`config.mk`:
```
export PLATFORM = sky130hd
export DESIGN_NAME = crc_transmitter_flat
export DESIGN_NICKNAME = d
export VERILOG_FILES = /design/src/rtl/crc_pkg.sv /design/src/rtl/crc_transmitter_if.sv /design/src/rtl/crc_serial_step.sv /design/src/rtl/crc_transmitter.sv /design/src/flat_wrapper.sv
export SDC_FILE = /design/constraint.sdc
export NUM_CORES = 1
export LEC_CHECK = 0
export BUFFER_PORTS_ARGS = -buffer_cell sky130_fd_sc_hd__clkbuf_2
export CAP_MARGIN = 20
export CORE_ASPECT_RATIO = 1.4
export CORE_MARGIN = 10
export CORE_UTILIZATION = 25
export DETAILED_ROUTE_END_ITERATION = 7
export SLEW_MARGIN = 15
export SYNTH_ARGS = -nofsm -noshare
export SYNTH_HDL_FRONTEND = slang
export SYNTH_HIERARCHICAL = 1
export SYNTH_SLANG_ARGS = --single-unit
```
`constraint.sdc`:
```
create_clock -name clk -period 2.6 [get_ports clk]
set_input_delay 0.13 -clock clk [delete_from_list [all_inputs] [get_ports clk]]
set_output_delay 0.13 -clock clk [all_outputs]
set_load 0.03 [all_outputs]
```
`src/rtl/crc_pkg.sv`:
```
// Shared definitions for the CRC transmitter/receiver pair. Both ends take
// their default widths and generator polynomial from here so they cannot drift.
package crc_pkg;

  localparam int DEF_BW = 4;
  localparam int DEF_CRC_BW = 3;
  localparam logic [DEF_CRC_BW:0] DEF_DIVISOR = 4'b1011;
  localparam int DEF_CNT_W = 8;

  typedef enum logic [1:0] {
    IDLE  = 2'd0,
    SHIFT = 2'd1,
    HOLD  = 2'd2
  } crc_state_t;

endpackage

```
`src/rtl/crc_transmitter_if.sv`:
```
// Input word handshake and output codeword handshake of the CRC transmitter.
// slave is the encoder's view; master is the view of whatever drives it.
interface crc_transmitter_if
  import crc_pkg::*;
#(
  parameter int BW     = DEF_BW,
  parameter int CRC_BW = DEF_CRC_BW
);

  logic [BW-1:0]        in_data;
  logic                 in_valid;
  logic                 in_ready;
  logic [BW+CRC_BW-1:0] out_code;
  logic                 out_valid;
  logic                 out_ready;

  modport master (
    output in_data, in_valid, out_ready,
    input  in_ready, out_code, out_valid
  );

  modport slave (
    input  in_data, in_valid, out_ready,
    output in_ready, out_code, out_valid
  );

endinterface

```
`src/rtl/crc_serial_step.sv`:
```
// One bit of MSB-first polynomial division: folds data bit d into the running
// remainder. Purely combinational.
module crc_serial_step #(
  parameter int CRC_BW = 3
) (
  input  logic [CRC_BW-1:0] rem,
  input  logic              d,
  input  logic [CRC_BW-1:0] poly,
  output logic [CRC_BW-1:0] rem_next
);

  logic fb;

  // Feedback is the bit that falls out of the top of the remainder, mixed with the data bit.
  assign fb = rem[CRC_BW-1] ^ d;

  // Shift left by one and conditionally subtract (XOR) the polynomial's low bits.
  genvar gi;
  generate
    for (gi = 0; gi < CRC_BW; gi++) begin : g_bit
      if (gi == 0) begin : g_lsb
        assign rem_next[gi] = fb & poly[gi];
      end else begin : g_upper
        assign rem_next[gi] = rem[gi-1] ^ (fb & poly[gi]);
      end
    end
  endgenerate

endmodule

```
`src/rtl/crc_transmitter.sv`:
```
// Bit-serial CRC encoder. Accepts a data word, divides it MSB-first over BW
// cycles, then holds {data, remainder} until downstream takes it. Counts
// delivered frames (wrapping counter).
module crc_transmitter
  import crc_pkg::*;
#(
  parameter int                BW      = DEF_BW,
  parameter int                CRC_BW  = DEF_CRC_BW,
  parameter logic [CRC_BW:0]   DIVISOR = DEF_DIVISOR,
  parameter int                CNT_W   = DEF_CNT_W
) (
  input  logic              clk,
  input  logic              rst,
  crc_transmitter_if.slave  bus,
  output logic              busy,
  output logic [CNT_W-1:0]  frame_cnt
);

  localparam int CNTB = (BW > 1) ? $clog2(BW) : 1;

  // Refuse to build with a degenerate polynomial or widths.
  generate
    if (CRC_BW < 1 || BW < 1 || DIVISOR[CRC_BW] != 1'b1) begin : g_bad_params
      $error("crc_transmitter: need BW>=1, CRC_BW>=1 and DIVISOR MSB set");
    end
  endgenerate

  crc_state_t            state, state_next;
  logic [BW-1:0]         data_reg;
  logic [BW-1:0]         shift_reg;
  logic [CRC_BW-1:0]     rem_reg;
  logic [CRC_BW-1:0]     rem_next;
  logic [CNTB-1:0]       cnt_reg;
  logic [BW+CRC_BW-1:0]  code_reg;
  logic                  valid_reg;
  logic [CNT_W-1:0]      frame_cnt_reg;
  logic                  last_bit;

  assign last_bit = (cnt_reg == '0);

  crc_serial_step #(.CRC_BW(CRC_BW)) u_step (
    .rem      (rem_reg),
    .d        (shift_reg[BW-1]),
    .poly     (DIVISOR[CRC_BW-1:0]),
    .rem_next (rem_next)
  );

  // State register.
  always_ff @(posedge clk) begin
    if (rst) state <= IDLE;
    else     state <= state_next;
  end

  // Next-state decode plus the state-decoded handshake outputs.
  always_comb begin
    state_next  = state;
    bus.in_ready = 1'b0;
    busy        = 1'b1;
    case (state)
      IDLE: begin
        bus.in_ready = 1'b1;
        busy        = 1'b0;
        if (bus.in_valid) state_next = SHIFT;
      end
      SHIFT: begin
        if (last_bit) state_next = HOLD;
      end
      HOLD: begin
        if (bus.out_ready) state_next = IDLE;
      end
      default: state_next = IDLE;
    endcase
  end

  // Datapath: capture word, shift one bit per cycle, publish and count frames.
  always_ff @(posedge clk) begin
    if (rst) begin
      data_reg      <= '0;
      shift_reg     <= '0;
      rem_reg       <= '0;
      cnt_reg       <= '0;
      code_reg      <= '0;
      valid_reg     <= 1'b0;
      frame_cnt_reg <= '0;
    end else begin
      case (state)
        IDLE: begin
          if (bus.in_valid) begin
            data_reg  <= bus.in_data;
            shift_reg <= bus.in_data;
            rem_reg   <= '0;
            cnt_reg   <= CNTB'(BW - 1);
          end
        end
        SHIFT: begin
          rem_reg   <= rem_next;
          shift_reg <= shift_reg << 1;
          cnt_reg   <= cnt_reg - 1'b1;
          if (last_bit) begin
            code_reg  <= {data_reg, rem_next};
            valid_reg <= 1'b1;
          end
        end
        HOLD: begin
          if (bus.out_ready) begin
            valid_reg     <= 1'b0;
            frame_cnt_reg <= frame_cnt_reg + 1'b1;
          end
        end
        default: ;
      endcase
    end
  end

  assign bus.out_code  = code_reg;
  assign bus.out_valid = valid_reg;
  assign frame_cnt     = frame_cnt_reg;

endmodule
```
`src/flat_wrapper.sv`:
```
// flat-port wrapper written by rule: the top's interface ports become plain ports
module crc_transmitter_flat import crc_pkg::*;
#(
  parameter int                BW      = DEF_BW,
  parameter int                CRC_BW  = DEF_CRC_BW,
  parameter logic [CRC_BW:0]   DIVISOR = DEF_DIVISOR,
  parameter int                CNT_W   = DEF_CNT_W
)
  (clk, rst, busy, frame_cnt, bus_in_data, bus_in_valid, bus_out_ready, bus_in_ready, bus_out_code, bus_out_valid);
  crc_transmitter_if #(.BW(BW), .CRC_BW(CRC_BW)) bus_i ();
  input  logic clk;
  input  logic rst;
  output logic busy;
  output logic [CNT_W-1:0] frame_cnt;
  input wire logic [$bits(bus_i.in_data)-1:0] bus_in_data;
  input wire logic [$bits(bus_i.in_valid)-1:0] bus_in_valid;
  input wire logic [$bits(bus_i.out_ready)-1:0] bus_out_ready;
  output wire logic [$bits(bus_i.in_ready)-1:0] bus_in_ready;
  output wire logic [$bits(bus_i.out_code)-1:0] bus_out_code;
  output wire logic [$bits(bus_i.out_valid)-1:0] bus_out_valid;
  assign bus_i.in_data = bus_in_data;
  assign bus_i.in_valid = bus_in_valid;
  assign bus_i.out_ready = bus_out_ready;
  assign bus_in_ready = bus_i.in_ready;
  assign bus_out_code = bus_i.out_code;
  assign bus_out_valid = bus_i.out_valid;
  crc_transmitter #(.BW(BW), .CRC_BW(CRC_BW), .DIVISOR(DIVISOR), .CNT_W(CNT_W)) u_core (.clk(clk), .rst(rst), .bus(bus_i), .busy(busy), .frame_cnt(frame_cnt));
endmodule
```
Word level (Yosys, flattened, before mapping)

Cells that the tools add are included.

Register bits after elaboration: 31
Input port bits: 8
Output and inout bits: 18
Logic and storage cells: 42

Add/sub/neg operators: 2
Equality and inequality tests: 5
Muxes and demuxes: 15
Bitwise logic cells: 2
Reductions and logical operators: 10

Operators with widths:

| kind                                                                | count |
|---|---|
| 8-bit by 1-bit adder with 8-bit output (second input constant)      | 1 |
| 2-bit 2-to-1 mux                                                    | 4 |
| 4-bit case mux with 2 select lines                                  | 1 |
| 2-bit AND reduction                                                 | 4 |
| 2-bit case mux with 3 select lines                                  | 1 |
| 3-bit case mux with 2 select lines                                  | 1 |
| 3-bit AND reduction                                                 | 2 |
| 2-bit logical NOT                                                   | 2 |
| 1-bit 2-to-1 mux                                                    | 4 |
| 4-bit 2-to-1 mux                                                    | 1 |
| 2-bit != test (second input constant)                               | 2 |
| 2-bit case mux with 2 select lines                                  | 1 |
| 2-bit nonzero test                                                  | 2 |
| 3-bit 2-to-1 mux                                                    | 1 |
| 2-bit by 1-bit == test with 1-bit output (second input constant)    | 1 |
| 2-bit == test (second input constant)                               | 1 |
| 2-bit by 1-bit != test with 1-bit output (second input constant)    | 1 |
| 1-bit case mux with 2 select lines                                  | 1 |
| 2-bit by 1-bit subtractor with 2-bit output (second input constant) | 1 |
| 1-bit bitwise XOR                                                   | 2 |

Logic depth before layout (Yosys ltp)

Gate-level depths: netlist (run 1).

Depth after elaboration: 3
Mapped depth: 6
Depth with buffers taken out: 5

Modules after synthesis

The synthesis (run 1) kept the hierarchy.

Modules (own cells, without submodules):

| module          | instances | cells an instance | area each (µm²) |
|---|---|---|---|
| crc_transmitter | 1         | 148               | 1,248.7 |
| crc_serial_step | 1         | 6                 | 41.3 |

Worst setup path before layout (run 1)

OpenSTA, ideal clock, no wires.

Path type: register to register
Start point: register u_core.frame_cnt_reg[2] (netlist: u_core/frame_cnt[2])
End point: register u_core.frame_cnt_reg[6] (netlist: u_core/frame_cnt[6])
Setup time: 71 ps
Data arrival time: 1,376 ps
Required time: 2,529 ps
Slack: 1,154 ps
Cell stages (with the launch flop): 4
Buffers on the path: 0
Clock period less this slack: 1,446 ps
Path through: dfxtp_1 > nand3_1 > or4_1 > a21oi_1

Word-level cells in the longest chain between the ends: 1

Ends and longest elaborated chain:

| item                                   | line                   | RTL |
|---|---|---|
| start, declared                        | crc_transmitter.sv:36  | `logic [CNT_W-1:0] frame_cnt_reg;` |
| start signal, assigned                 | crc_transmitter.sv:107 | `frame_cnt_reg <= frame_cnt_reg + 1'b1;` |
| 8-bit by 1-bit adder with 8-bit output | crc_transmitter.sv:107 |  |

No other way between the ends.
A chain may end at the register's enable or synchronous reset.

Final worst setup path (run 1)

Start point: register u_core.state[1]
End point: register u_core.frame_cnt_reg[7] (netlist: u_core/frame_cnt[7])

Word-level cells in the longest chain between the ends: 2

Ends and longest elaborated chain:

| item                                 | line                  | RTL |
|---|---|---|
| start, declared                      | crc_transmitter.sv:28 | `crc_state_t state, state_next;` |
| start signal, assigned               | crc_transmitter.sv:51 | `else state <= state_next;` |
| 2-bit == test                        | crc_transmitter.sv:86 | `case (state)` |
| 2-bit AND reduction (no source line) | n/a                   |  |

No other way between the ends.

==> results of run 1 <==
==> metal layers <==
metal / routed length (um) / part of all wire
met3: 201 / 0.070
met2: 1330 / 0.47
met4: 54 / 0.019
met5: 0 / 0
met1: 1280 / 0.45
==> cells by family (layout without fill, tap and decap cells) <==
logic type / after synthesis / after routing
buffers and inverters: 14 / 38
DFF: 31 / 31
and+or+nand+nor: 65 / 65
other: 2 / 3
adders and majority gates: 2 / 2
AOI/OAI and AO/OA: 33 / 33
xor gates and xnor gates: 5 / 5
muxes: 2 / 2
==> Yosys cell counts, drive strengths merged (3+ instances only) <==
cell type / n / area [sq um]
nand3: 12 / 60.1
buf: 5 / 31.3
nand2: 31 / 116
a31oi: 3 / 18.8
inv: 4 / 15.0
or4: 3 / 22.5
nor3: 3 / 15.0
o31ai: 3 / 22.5
xor2: 3 / 26.3
dfxtp: 31 / 621
clkbuf: 5 / 18.8
nor2: 3 / 11.3
a21oi: 22 / 110
==> cell type report <==
cell class,instances,area (sq um),area share
clock buffer,6,82.6,0.0525
clock inverter,2,35.0,0.0223
inverter,4,15.0,0.00954
multi-input combinational,110,608,0.386
sequential,31,621,0.394
tap,64,80.1,0.0509
timing repair buffer,26,133,0.0843
==> path summary, 6_finish.rpt <==
kind	start	endpoint
max	u_core/state[1]$_SDFFE_PP0P_	u_core/frame_cnt[7]$_SDFFE_PP0P_
min	bus_in_data[0]	u_core/data_reg[0]$_SDFFE_PP0P_
max reg2reg	u_core/state[1]$_SDFFE_PP0P_	u_core/frame_cnt[7]$_SDFFE_PP0P_
min reg2reg	u_core/bus.out_valid$_SDFFE_PP0P_	u_core/bus.out_valid$_SDFFE_PP0P_
==> layout by cell type (no fill, tap or decap) <==
cell,n
nand2_1,31
dfxtp_1,31
clkbuf_2,25
a21oi_1,22
nand3_1,12
clkbuf_8,6
inv_1,4
o31ai_1,3
or4_1,3
xor2_1,3
nor2_1,3
a31oi_1,3
nor3_1,3
conb_1,3
nand3b_1,2
o21ai_0,2
or3_1,2
mux2i_1,2
a211oi_1,2
ha_1,2
xnor2_1,2
bufinv_16,1
clkinv_2,1
or2_2,1
nand4_1,1
nor2b_1,1
nor3b_2,1
or3b_1,1
nand4b_1,1
o21bai_1,1
or3b_2,1
nand2b_1,1
buf_4,1
and2_2,1
==> where the power goes <==
group | internal [mW] | switching [mW] | total (mW) | leakage [nW]
registers | 0.497 | 0.0173 | 0.514 | 0.252
logic | 0.0442 | 0.0880 | 0.132 | 0.296
clock network | 0.310 | 0.179 | 0.489 | 0.0612
total | 0.851 | 0.284 | 1.14 | 0.610
==> worst reg2reg max path, cell delays in order (launching register included) <==
cell and delay [ns]:
dfxtp_1 0.48, nand3b_1 0.35, or4_1 0.59, a21oi_1 0.14
==> per-stage QoR <==
step | instance area (sq um) | power [mW] | utilization | worst slack, ns | hold WS, ns
5_1_grt | 1570 | 1.19 | 0.320 | 0.773 | 0.111
6_report | 1570 | 1.14 | 0.320 | 0.956 | 0.0981
2_1_floorplan | 1290 | 0.623 | - | 1.15 | 0.203
3_5_place_dp | 1460 | 0.660 | 0.296 | 0.932 | 0.397
4_1_cts | 1570 | 1.15 | 0.320 | 0.929 | 0.0902
3_3_place_gp | 1460 | 0.657 | 0.296 | 1.00 | 0.397
==> flow_summary_export.csv, run 1 <==
group,metric,value,unit
hold_path,hp-class,"in2reg",
power,powerDensity,721,mW/mm^2
critical_path,path_class,"reg2reg",
sta,fin_tns_setup,0,ns
sta,fmax,0.608,GHz
critical_path,cp_slowest_stage_delay,0.59,ns
yosys,synth_fa_ha_area_frac,0.0194,
place,globalplace.congestion,0.721,
clock_tree,cts_setup_buffers,0,
yosys,syn_area,0.00129,sq mm
global_route,grt_pass1_wl,4850,um
power,max-vdd-ir-drop,0.000241,V
critical_path,cp_max_fo,11,
yosys,synth_compound_area_frac,0.143,
clock_tree,cts_resized,0,
cells_and_area,fillers,547,
floorplan,design.core.area,0.00492,sq mm
yosys,syn_area_per_cell,8.38,sq um
yosys,yosysSeqAreaShare,0.481,
critical_path,cpMaxStageDelayCell,"or4_1",
clock_tree,cts.path.max_buffers,2,
critical_path,start_kind,"flip-flop",
global_route,met3_usage,0.0343,
floorplan,die_w,80.7,um
yosys,synth_edf_count,0,
cells_and_area,stdcell_count,243,
yosys,synth_top_family_by_area,"simple AND/OR/NAND/NOR gates",
detailed_routing,dr.pass1.iters,4,
floorplan,fp.dieH,105,um
sta,worst_pin_slew,0.617,ns
sta,min_period,1.64,ns
global_route,met2_usage,0.110,
place,numPortBuffers,25,
global_route,grt_overflow,0,
place,dp.cells,235,
yosys,synth-xor-area-share,0.0339,
clock_tree,cts.sinks,31,
run_status,status,"completed",
global_route,grt_max_degree,32,
detailed_routing,wire_per_inst,11.8,um
place,dp_hpwl,2080,um
floorplan,pin_count,26,
critical_path,crit_required,2.80,ns
sta,timing.final.crit_share,0.632,
cells_and_area,syn_to_final_growth,22.0,%
flow_run,drv_cap,0,
critical_path,cp_top_family,"simple AND/OR/NAND/NOR gates",
yosys,synth_cell_type_count,32,
hold_path,min_path_cells,3,
sta,rsz0062_at_grt,"no",
clock_tree,cts_tree,"built",
detailed_routing,drtIter0Drc,56,
yosys,synthSimpleGateAreaFrac,0.251,
critical_path,r2r_cells,3,
clock_tree,clockRootBuffer,"clkbuf_8",
yosys,synth-main-ff-cell,"dfxtp_1",
yosys,ys_ff_latch,31,
global_route,use_met1,0.0776,
clock_tree,numCtsBuffers,5,
detailed_routing,drc,0,
global_route,grt_pass1_vias,1019,
sta,hold_violations,0,
yosys,async_flop_share,0,
critical_path,crit_chain,"nand3b_1, or4_1, a21oi_1",
cells_and_area,largest_reg_flops,8,
detailed_routing,vias,1096,
clock_tree,cts-htree-levels,2,
sta,drv_slew,0,
floorplan,initial_core_util,0.262,
global_route,grt-busiest-layer,"met2",
critical_path,arrival,1.85,ns
yosys,syn_inst,154,
clock_tree,clk_pin_slew,0.06,ns
critical_path,worstSetupEndpointType,"flip-flop",
detailed_routing,viasPerCell,4.51,
floorplan,fp-row-count,30,
cells_and_area,antenna_cells,0,
clock_tree,insertion_delay,0.28,ns
detailed_routing,ant_nets,0,
cells_and_area,drive_gt1_frac,0.212,
detailed_routing,totalWireLength,2860,um
yosys,yosysWarnings,6,
sta,setup_viol,0,
power,p_leak,0.610,nW
sta,relSlewSlack,0.589,
global_route,track_usage,0.0717,
yosys,muxShareOfSynthArea,0.0155,
critical_path,r2r_setup_slack,0.96,ns
cells_and_area,nets,188,
critical_path,worstPathBufferInverterCount,0,
global_route,grt_antenna_before_repair,0,
sta,clock_skew,0.00910,ns
critical_path,path_depth,3,
floorplan,die-area,0.00847,sq mm
clock_tree,cts_hold_buf,0,
Power figures use the tool's default switching activity.
==> run 2, diff against run 1 <==
- clock period: 2.6 -> 1.7 ns (I/O delays scaled with it)
==> flow_summary_export.csv, run 2 (synthesized netlist as in run 1, its figures left out) <==
group,metric,value,unit
sta,rsz0062_at_grt,"no",
detailed_routing,totalWireLength,3090,um
detailed_routing,dr.pass1.iters,4,
sta,fin_tns_setup,0,ns
detailed_routing,drtIter0Drc,48,
run_status,status,"completed",
floorplan,pin_count,26,
floorplan,die_w,80.7,um
clock_tree,cts-htree-levels,2,
critical_path,r2r_start,"u_core/cnt_reg[0]$_SDFFE_PP0P_",
sta,clock_skew,0.00665,ns
cells_and_area,nets,192,
power,powerDensity,1040,mW/mm^2
critical_path,arrival,1.60,ns
critical_path,crit_required,1.84,ns
global_route,track_usage,0.0765,
critical_path,path_class,"reg2reg",
place,dp_hpwl,2230,um
power,fin_total_pwr,1.65,mW
place,numPortBuffers,25,
global_route,grt_antenna_before_repair,0,
sta,fmax,0.687,GHz
global_route,grt_pass1_vias,1067,
place,dp.cells,239,
cells_and_area,drive_gt1_frac,0.224,
sta,drv_slew,0,
floorplan,initial_core_util,0.262,
clock_tree,cts_tree,"built",
cells_and_area,largest_reg_flops,8,
sta,setup_viol,0,
place,globalplace.congestion,0.715,
global_route,grt_pass1_wl,5060,um
clock_tree,cts_resized,0,
power,max-vdd-ir-drop,0.000408,V
hold_path,holdCritStartpoint,"bus_in_data[0]",
global_route,grt_max_degree,32,
cells_and_area,fillers,532,
cells_and_area,final_cell_mix,"nand2_1, dfxtp_1, clkbuf_2",
flow_run,drv_cap,0,
clock_tree,clk_pin_slew,0.06,ns
clock_tree,cts_setup_buffers,0,
sta,worst_pin_slew,0.630,ns
global_route,grt_overflow,0,
detailed_routing,ant_nets,0,
sta,relSlewSlack,0.580,
sta,hold_violations,0,
cells_and_area,antenna_cells,0,
sta,setup_ws,0.243,ns
place,dp_slack,0.245,ns
clock_tree,cts.path.max_buffers,2,
critical_path,crit_start,"u_core/cnt_reg[0]$_SDFFE_PP0P_",
detailed_routing,drc,0,
detailed_routing,viasPerCell,4.56,
critical_path,start_kind,"flip-flop",
detailed_routing,wire_per_inst,12.5,um
critical_path,worstSetupEndpointType,"flip-flop",
cells_and_area,syn_to_final_growth,23.0,%
detailed_routing,vias,1127,
sta,timing.final.crit_share,0.857,
sta,min_period,1.46,ns
sta,hold_ws,0.0546,ns
hold_path,hp-class,"in2reg",
floorplan,design.core.area,0.00492,sq mm
power,p_leak,0.620,nW
floorplan,fp.dieH,105,um
critical_path,cp_max_fo,9,
floorplan,fp-row-count,30,
clock_tree,cts.sinks,31,
clock_tree,insertion_delay,0.29,ns
clock_tree,numCtsBuffers,5,
clock_tree,cts_hold_buf,0,
clock_tree,clockRootBuffer,"clkbuf_8",
floorplan,die-area,0.00847,sq mm
cells_and_area,stdcell_count,247,
-- run 2: cell count changes in the layout (fill, tap and decap cells not counted) --
cell,before,now
clkbuf_8,6,7
clkbuf_1,0,1
clkinv_2,1,0
buf_4,1,5
bufinv_16,1,0
-- run 2: cell type report --
type	count	area, sq um	share of cell area
clock buffer	8	100	0.0631
timing repair buffer	30	163	0.103
multi-input combinational	110	608	0.383
sequential	31	621	0.391
inverter	4	15.0	0.00946
tap	64	80.1	0.0505
-- run 2: report_power, final --
part / total [mW] / switching, mW / internal, mW
registers: 0.778 / 0.0177 / 0.760
clock network: 0.649 / 0.279 / 0.369
logic: 0.219 / 0.144 / 0.0746
total: 1.65 / 0.441 / 1.20
-- run 2: stage by stage --
step	cell area (sq um)	utilization
final	1590	0.323
after global routing	1590	0.323
after CTS	1590	0.323
after detailed placement	1490	0.302
after global placement	1490	0.302
after floorplan	1290	-
-- run 2: per-layer routing --
layer | GRT usage | wire, um | up-vias
li1 | - | - | 583
met1 | 0.0758 | 1300 | 517
met2 | 0.123 | 1500 | 19
met3 | 0.0429 | 227 | 8
met4 | 0.0409 | 68 | 0
met5 | 0 | 0 | -
-- run 2: final timing paths --
kind	end	slack, ns	cells after the start
setup / recovery	u_core/bus.out_code[4]$_SDFFE_PP0P_	0.24	5
setup reg to reg	u_core/bus.out_code[4]$_SDFFE_PP0P_	0.24	5
hold / removal	u_core/shift_reg[0]$_SDFFE_PP0P_	0.05	3
hold reg to reg	u_core/bus.out_code[1]$_SDFFE_PP0P_	0.45	2
-- run 2: worst max-delay path, cell delays in order, from the launching register on --
cell and delay (ns):
dfxtp_1 0.33, inv_1 0.06, ha_1 0.34, nand3b_1 0.35, nand2_1 0.16, a21oi_1 0.07
==> run 3, diff against run 2 <==
- ABC_AREA: unset -> 1
==> flow_summary_export.csv, run 3 <==
group,metric,value,unit
run_status,status,"completed",
cells_and_area,syn_to_final_growth,24.6,%
place,globalplace.congestion,0.709,
floorplan,pin_count,26,
critical_path,start_kind,"flip-flop",
yosys,yosysMostFrequentCell,"nand2_1",
sta,drv_slew,0,
place,placed_area,0.00151,sq mm
cells_and_area,final_area,0.00163,sq mm
clock_tree,clockRootBuffer,"clkbuf_8",
cells_and_area,nets,213,
global_route,grt_antenna_before_repair,0,
detailed_routing,drtIter0Drc,30,
power,p_leak,0.686,nW
yosys,syn_area_per_cell,7.59,sq um
floorplan,initial_core_util,0.255,
yosys,async_flop_share,0,
power,powerDensity,1050,mW/mm^2
critical_path,crit_chain,"nor2_2, inv_1, clkbuf_2",
cells_and_area,final_common_cell,"nand2_1",
sta,clock_skew,0.00617,ns
global_route,grt_pass1_wl,5310,um
cells_and_area,antenna_cells,0,
clock_tree,cts_setup_buffers,0,
clock_tree,cts_resized,0,
clock_tree,cts.path.max_buffers,2,
critical_path,arrival,1.24,ns
yosys,yosys-top-cells-area,"dfxtp_1, nand2_1, a21oi_1",
critical_path,worstPathBufferInverterCount,2,
clock_tree,cts_tree,"built",
critical_path,cp_max_fo,7,
clock_tree,cts.sinks,31,
global_route,grt_overflow,0,
yosys,yosysSeqAreaShare,0.475,
cells_and_area,fillers,567,
sta,hold_ws,0.101,ns
detailed_routing,vias,1174,
yosys,yosysWarnings,6,
yosys,syn_inst,172,
hold_path,hp-class,"in2reg",
critical_path,worstSetupEndpointType,"output pin",
clock_tree,cts-htree-levels,2,
detailed_routing,totalWireLength,3090,um
floorplan,die-area,0.00856,sq mm
sta,fin_tns_setup,0,ns
clock_tree,cts_hold_buf,0,
yosys,synth_top_area_frac,0.475,
clock_tree,numCtsBuffers,5,
yosys,ys_ff_latch,31,
power,max-vdd-ir-drop,0.000625,V
place,numPortBuffers,25,
power,fin_total_pwr,1.71,mW
sta,hold_violations,0,
sta,rsz0062_at_grt,"no",
detailed_routing,dr.pass1.iters,5,
cells_and_area,largest_reg_flops,8,
yosys,synth_cell_type_count,23,
yosys,synth_top_area_cell,"dfxtp_1",
floorplan,fp-row-count,31,
critical_path,path_class,"reg2out",
sta,timing.final.crit_share,0.781,
detailed_routing,viasPerCell,4.35,
flow_run,drv_cap,0,
global_route,track_usage,0.0784,
critical_path,cp_top_family,"flip-flops",
critical_path,crit_required,1.62,ns
clock_tree,insertion_delay,0.28,ns
sta,min_period,1.33,ns
clock_tree,clk_pin_slew,0.07,ns
cells_and_area,final_cell_mix,"nand2_1, dfxtp_1, clkbuf_2, a21oi_1, nand3_1",
global_route,grt_max_degree,25,
floorplan,die_w,81.1,um
detailed_routing,drc,0,
yosys,synth_edf_count,0,
place,dp_hpwl,2250,um
floorplan,fp.dieH,106,um
critical_path,cpMaxStageDelayCell,"dfxtp_1",
cells_and_area,ff_latch_area,621,sq um
detailed_routing,ant_nets,0,
cells_and_area,drive_gt1_frac,0.216,
sta,setup_viol,0,
global_route,grt_pass1_vias,1139,
yosys,synth-main-ff-cell,"dfxtp_1",
floorplan,design.core.area,0.00512,sq mm
critical_path,cp_slowest_stage_delay,0.39,ns
yosys,syn_area,0.00131,sq mm
yosys,synth_common_cells,"nand2_1, dfxtp_1, a21oi_1",
sta,fmax,0.754,GHz
detailed_routing,wire_per_inst,11.4,um
cells_and_area,multi_input_comb_area,622,sq um
-- run 3: cell count changes in the layout (fill, tap and decap cells not counted), moves of 3 or more --
cell / before / now
inv_1: 4 / 12
nand3_1: 12 / 19
o31ai_1: 3 / 0
nor2_1: 3 / 9
nor3_1: 3 / 0
a21oi_1: 22 / 25
nand2_1: 31 / 47
or4_1: 3 / 0
buf_4: 5 / 1
-- run 3: report_power, final --
part / leakage [nW] / internal (mW) / total, mW / switching (mW)
Combinational: 0.372 / 0.0561 / 0.189 / 0.133
Sequential: 0.252 / 0.756 / 0.775 / 0.0188
Clock: 0.0612 / 0.474 / 0.750 / 0.276
-- run 3: worst min-delay path, stage by stage --
cell and delay (ns):
clkbuf_2 0.08, nand3_1 0.10, a21oi_1 0.07
-- run 3: metrics by stage --
step | utilization | setup WS, ns | cells
final | 0.318 | 0.373 | 270
after global routing | 0.318 | 0.281 | 270
after CTS | 0.318 | 0.352 | 270
after detailed placement | 0.295 | 0.445 | 262
after global placement | 0.295 | 0.474 | 262
after floorplan | - | 0.374 | 175
-- run 3: kinds of logic (layout without fill, tap and decap cells) --
logic type	count (synthesis)	count (layout)	synth area share
AOI/OAI and AO/OA	30	30	0.123
xor gates and xnor gates	2	2	0.0134
adders and majority gates	2	2	0.0192
buffers and inverters	19	48	0.0575
DFF	31	31	0.475
other	2	5	0.00575
and+or+nand+nor	86	86	0.307
-- run 3: worst paths after layout --
kind	start	endpoint	slack, ns	depth (start not counted)
min reg2reg	u_core/bus.out_code[4]$_SDFFE_PP0P_	u_core/bus.out_code[4]$_SDFFE_PP0P_	0.47	2
max reg2reg	u_core/state[0]$_SDFFE_PP0P_	u_core/bus.out_code[5]$_SDFFE_PP0P_	0.44	5
min	bus_in_data[1]	u_core/data_reg[1]$_SDFFE_PP0P_	0.10	3
max	u_core/state[1]$_SDFFE_PP0P_	busy	0.37	3
-- run 3: layout make-up --
| cell class | count | area share |
|---|---|---|
| clock inverter | 2 | 0.0215 |
| tap | 66 | 0.0507 |
| inverter | 14 | 0.0323 |
| multi-input combinational | 125 | 0.382 |
| clock buffer | 6 | 0.0507 |
| timing repair buffer | 26 | 0.0815 |
| sequential | 31 | 0.381 |
-- run 3: metal layers --
metal,part of all wire,GRT usage
met1,0.45,0.0855
met2,0.45,0.123
met3,0.093,0.0459
met4,0.014,0.0261
met5,0,0
